## config.mk

```make
export PLATFORM = sky130hd
export DESIGN_NAME = motor_drive_decoder
export DESIGN_NICKNAME = d
export VERILOG_FILES = /design/src/rtl/motor_drive_decoder.sv
export SDC_FILE = /design/constraint.sdc
export NUM_CORES = 1
export LEC_CHECK = 0
export BUFFER_PORTS_ARGS = -buffer_cell sky130_fd_sc_hd__clkbuf_2
export CAP_MARGIN = 10
export CORE_UTILIZATION = 35
export CTS_CLUSTER_SIZE = 28
export DETAILED_ROUTE_END_ITERATION = 10
export PLACE_DENSITY = 0.49
export SLEW_MARGIN = 20
export SYNTH_ARGS = -nofsm -noshare
export SYNTH_HDL_FRONTEND = slang
export SYNTH_SLANG_ARGS = --single-unit
```

## constraint.sdc

```tcl
create_clock -name clk -period 3.7 [get_ports clk]
set_input_delay 0.37 -clock clk [delete_from_list [all_inputs] [get_ports clk]]
set_output_delay 0.37 -clock clk [all_outputs]
set_load 0.02 [all_outputs]
```

## src/rtl/motor_drive_decoder.sv

```systemverilog
// motor_drive_decoder: filters DIR, updates PWM duty and H-bridge polarity at period boundaries, and inserts dead-time before reversals
//  clk, rst (async, active-high); DIR {side,level}, Direction (1 = forwards)
//  L_PWM/R_PWM bridge enables; L_IN/R_IN bridge inputs (10 fwd, 01 rev, 11 brake, 00 coast)
//  CMD code driving the motors; DEAD high during dead-time
module motor_drive_decoder #(
  parameter int PWM_PERIOD = 1000,
  parameter int CNT_W      = 10,
  parameter int DUTY_FULL  = 900,
  parameter int DUTY_VEER  = 600,
  parameter int DUTY_HARD  = 300,
  parameter int DUTY_PIVOT = 700,
  parameter int CMD_HOLD   = 16,
  parameter int DEADTIME   = 500
) (
  input  logic       clk,
  input  logic       rst,
  input  logic [3:0] DIR,
  input  logic       Direction,
  output logic       L_PWM,
  output logic       R_PWM,
  output logic [1:0] L_IN,
  output logic [1:0] R_IN,
  output logic [3:0] CMD,
  output logic       DEAD
);
  localparam int HW = $clog2(CMD_HOLD + 1);
  localparam int DW = $clog2(DEADTIME + 1);
  typedef enum logic [1:0] {RUN, DEADT, WAIT_WRAP} state_t;
  state_t state;
  logic [4:0] samp, pend;
  logic [HW-1:0] hcnt;
  logic [DW-1:0] dcnt;
  logic [CNT_W-1:0] cnt, cnt_n, l_duty, r_duty, ld_n, rd_n, nl_duty, nr_duty;
  logic [1:0] l_act, r_act, nl_in, nr_in, f, r;
  logic [3:0] n_cmd;
  logic same, wrap, rev, load, run_n;
  always_comb begin
    f = pend[0] ? 2'b10 : 2'b01;
    r = ~f;
    n_cmd = pend[4:1];
    nl_duty = CNT_W'(DUTY_FULL);
    nr_duty = CNT_W'(DUTY_FULL);
    nl_in = f;
    nr_in = f;
    case (pend[4:1])
      4'b0000: ;
      4'b1001: nr_duty = CNT_W'(DUTY_VEER);
      4'b0101: nl_duty = CNT_W'(DUTY_VEER);
      4'b1010: nr_duty = CNT_W'(DUTY_HARD);
      4'b0110: nl_duty = CNT_W'(DUTY_HARD);
      4'b1011: begin
        nl_duty = CNT_W'(DUTY_PIVOT);
        nr_duty = CNT_W'(DUTY_PIVOT);
        nr_in = r;
      end
      4'b0111: begin
        nl_duty = CNT_W'(DUTY_PIVOT);
        nr_duty = CNT_W'(DUTY_PIVOT);
        nl_in = r;
      end
      default: begin
        n_cmd = 4'b1111;
        nl_duty = '0;
        nr_duty = '0;
        nl_in = 2'b11;
        nr_in = 2'b11;
      end
    endcase
  end
  // active and decoded inputs are never 00, so xor==11 only flags a 10<->01 swap
  assign rev   = ((l_act ^ nl_in) == 2'b11) || ((r_act ^ nr_in) == 2'b11);
  assign same  = {DIR, Direction} == samp;
  assign wrap  = cnt == CNT_W'(PWM_PERIOD - 1);
  assign cnt_n = wrap ? '0 : cnt + 1'b1;
  // after dead-time the bridge has coasted, so any polarity loads directly
  assign load  = wrap && (state == WAIT_WRAP || (state == RUN && !rev));
  assign run_n = load || (state == RUN && !(wrap && rev));
  assign ld_n  = load ? nl_duty : l_duty;
  assign rd_n  = load ? nr_duty : r_duty;
  always_ff @(posedge clk or posedge rst) begin
    if (rst) begin
      state <= RUN;
      samp <= 5'b11111;
      pend <= 5'b11111;
      hcnt <= '0;
      dcnt <= '0;
      cnt <= '0;
      l_duty <= '0;
      r_duty <= '0;
      l_act <= 2'b11;
      r_act <= 2'b11;
      L_IN <= 2'b00;
      R_IN <= 2'b00;
      L_PWM <= 1'b0;
      R_PWM <= 1'b0;
      CMD <= 4'b1111;
      DEAD <= 1'b0;
    end else begin
      samp <= {DIR, Direction};
      hcnt <= !same ? '0 : (hcnt == HW'(CMD_HOLD) ? hcnt : hcnt + 1'b1);
      pend <= (same && hcnt >= HW'(CMD_HOLD - 1)) ? samp : pend;
      cnt <= cnt_n;
      l_duty <= ld_n;
      r_duty <= rd_n;
      L_PWM <= run_n && (cnt_n < ld_n);
      R_PWM <= run_n && (cnt_n < rd_n);
      case (state)
        RUN: if (wrap && rev) begin
          state <= DEADT;
          dcnt <= '0;
          DEAD <= 1'b1;
          L_IN <= 2'b00;
          R_IN <= 2'b00;
        end
        DEADT: begin
          dcnt <= dcnt + 1'b1;
          state <= dcnt == DW'(DEADTIME - 1) ? WAIT_WRAP : DEADT;
        end
        default: ;
      endcase
      if (load) begin
        state <= RUN;
        DEAD <= 1'b0;
        l_act <= nl_in;
        r_act <= nr_in;
        L_IN <= nl_in;
        R_IN <= nr_in;
        CMD <= n_cmd;
      end
    end
  end
endmodule

```

==> impl_metrics.ini <==
[critical_path]
crit_path_max_fanout = 7
worstPathRequired_ns = 3.96
cp-end-kind = flip-flop
cp_cell_sequence = buf_12 -> or3_4 -> a21boi_4 -> nor2_2 -> or3_4 -> a41oi_2 -> o21ai_4 -> buf_12 -> buf_6 -> mux2i_1 -> ha_1 -> and4_4 -> a21oi_2 -> a21oi_1 -> a2111oi_2 -> o21ai_1 -> a21oi_1
worst_setup_path_start_kind = flip-flop
path_buf_inv = 3
max_stage_delay_ns = 0.55
critPathTopFamily = compound AO/OA/AOI/OAI gates
cpMaxStageDelayCell = dfstp_2
crit_type = flip-flop to flip-flop
arrival_ns = 3.84

[sta]
slew_headroom_pct = 53.2
tightest_slew_ns = 0.693
clock-skew-final_ns = 0.00691
hold_viol = 0
rsz0062_at_grt = yes
period_needed_ns = 3.57
finalSetupViolations = 0
fin_crit_sh_pct = 96.6
timing.final.ws_setup_ns = 0.125
timing.fmax_mhz = 280
drv_slew = 0

[floorplan]
design.portCount = 18
fp.dieH_um = 111
coreArea_mm2 = 0.0115
row_count = 39
die_x_um = 111
start_util_pct = 36.2
die_area_mm2 = 0.0123

[synth]
synth_edf_count = 0
synthAdderAreaFrac_pct = 6.93
synth_area_per_cell_um2 = 10.2
ys_warn_count = 0
yosys-top-cells-area = dfrtp_1 32%, dfstp_2 11%, ha_1 6.9%, mux2i_1 5.5%, mux2_1 4.9%
async_flop_share_pct = 100
syn_area_mm2 = 0.00415
synth-compound-area-share_pct = 12.5
synth_nets = 438
yosysUniqueCellTypes = 57
synth_top_family_by_area = simple AND/OR/NAND/NOR gates
synth_top_area_share_pct = 31.9
synth.largest_area_cell = dfrtp_1
yosys.area_share.simple_pct = 17.3
yosysSeqAreaShare_pct = 43.3
synthXorXnorAreaFrac_pct = 3.80
synth_cells = 408
synthMuxAreaShare_pct = 12.1
ys_ff_latch = 71
synthFlopType = dfrtp_1

[clocking]
cts.sinks = 71
clk_pin_slew_ns = 0.06
clock_latency_ns = 0.34
htreeDepth = 3
cts_tree = yes
clock_path_buffers = 2
numCtsBuffers = 9
cts-root-buf = clkbuf_16

[min_path]
worst_hold_path_type = primary input to asynchronous set/reset pin

[place]
numPlacedInstances = 587
portBuffers = 17
place.gp.congestion = 0.787
pre_cts_ws_ns = -0.144
hpwl_um = 6770
place_area_mm2 = 0.00460

[global_routing]
grt_pass1_wl_um = 16000
grt_use_met1_pct = 22.2
grt_antenna_before_repair = 0
grt_pass1_vias = 3246
grt_util_met3_pct = 4.59
grt_use_total_pct = 16.3
grt-busiest-layer = met2
use_met2_pct = 25.4
grt_max_degree = 28
gr-total-overflow = 0

[detailed_routing]
post_drt_via_cell_ratio = 5.15
routedWlPerCell_um = 15.0
dr.pass1.iters = 4
ant_nets = 0
drtIter0Drc = 108
vias = 3167
wirelength_um = 9230
drc = 0

[power]
total_power_uw = 1720
pwr_density_cell_mw_per_mm2 = 333
total_leakage_power_uw = 0.00242
irDropWorstVdd_uv = 324

[layout]
final_core_util_pct = 45.1
stdcell_area_mm2 = 0.00517
nNetsFinal = 497
fin_cells = 615
areaGrowthSynthToFinish_pct = 24.4
drive_above_1_share_pct = 29.2
diodes = 0

[outcome]
status = complete, no violations

[flow_run]
maxCapViolCount = 0
cell usage in the layout, fill, tap and decap left out, types with 10 or more instances in the layout:
master,n
a21oi_1,10
buf_4,40
clkbuf_2,17
dfrtp_1,53
dfstp_2,18
ha_1,23
inv_1,16
mux2_1,18
mux2i_1,19
nand2_1,38
nand3_1,14
nor2_1,22
o21ai_0,22
xor2_1,10
metal layers:
metal,routed length (µm),vias up,share of wire (%)
li1,-,1573,-
met1,4690,1548,51
met2,4170,35,45
met3,241,11,2.6
met4,124,0,1.3
met5,0,-,0
Yosys cell counts (6+ instances only):
cell type,number
o21ai_0,28
or2_2,6
nand3_1,14
mux2_2,6
nor2_1,23
nand2b_1,7
inv_1,17
clkbuf_1,6
dfrtp_1,53
and3_1,9
a21oi_1,14
mux2i_1,23
xor2_1,11
a21o_1,7
and2_1,8
nand2_1,38
dfstp_2,18
ha_1,23
mux2_1,18
xnor2_1,7
state kept, by name, summed over array words and instances, names as in the netlist, 4 cells and up:
name / cells
CMD: 4
cnt: 10
dcnt: 9
pend: 5
hcnt: 5
samp: 5
r_duty: 10
l_duty: 10
power by group:
group	internal, µW	switching [µW]	leakage [µW]	total, µW
registers	783	2.22	0.000913	785
logic	9.06	21.7	0.00136	30.8
clock network	560	345	0.000145	905
area by class of cell:
class	count	area [µm²]
repair buffers	65	483
fillers	1118	6300
well taps	143	179
inverters	17	63.8
clock inverters	4	53.8
clock buffers	12	256
multi-input cells	303	2330
flip-flops and latches	71	1800
cells by family (layout without fill, tap and decap cells):
family / Yosys count / after routing
adder cells (fa/ha/maj): 23 / 23
multiplexers: 47 / 47
buffers and inverters: 34 / 98
flip-flops: 71 / 71
XOR/XNOR: 18 / 18
AO/OA/AOI/OAI: 79 / 79
AND/OR/NAND/NOR: 136 / 136
worst paths after layout:
check	start	end	slack, ns	cells past startpoint
worst max-delay path	pend[1]	R_PWM	0.13	17
worst min-delay path	rst	L_IN[0]	0.06	2
worst max register to register	pend[1]	R_PWM	0.13	17
worst min register to register	CMD[3]	CMD[3]	0.47	2
max in group asynchronous	rst	L_PWM	2.87	3
min in group clk	DIR[2]	samp[3]	0.13	1
through the flow:
stage / setup TNS (ns) / hold WS [ns]
after floorplan: 0 / 0.374
final: 0 / 0.0589
after global routing: -0.121 / 0.0803
after detailed placement: -0.246 / 0.433
after global placement: -0.0267 / 0.429
after CTS: 0 / 0.0686
what timing repair did:
action,CTS,global route
pin swaps,7,15
endpoints found under the setup margin,2,2
hold buffers,0,0
endpoints found under the hold margin,0,0
gates resized for setup,20,17
buffers inserted,8,6
Power figures use the tool's default switching activity.
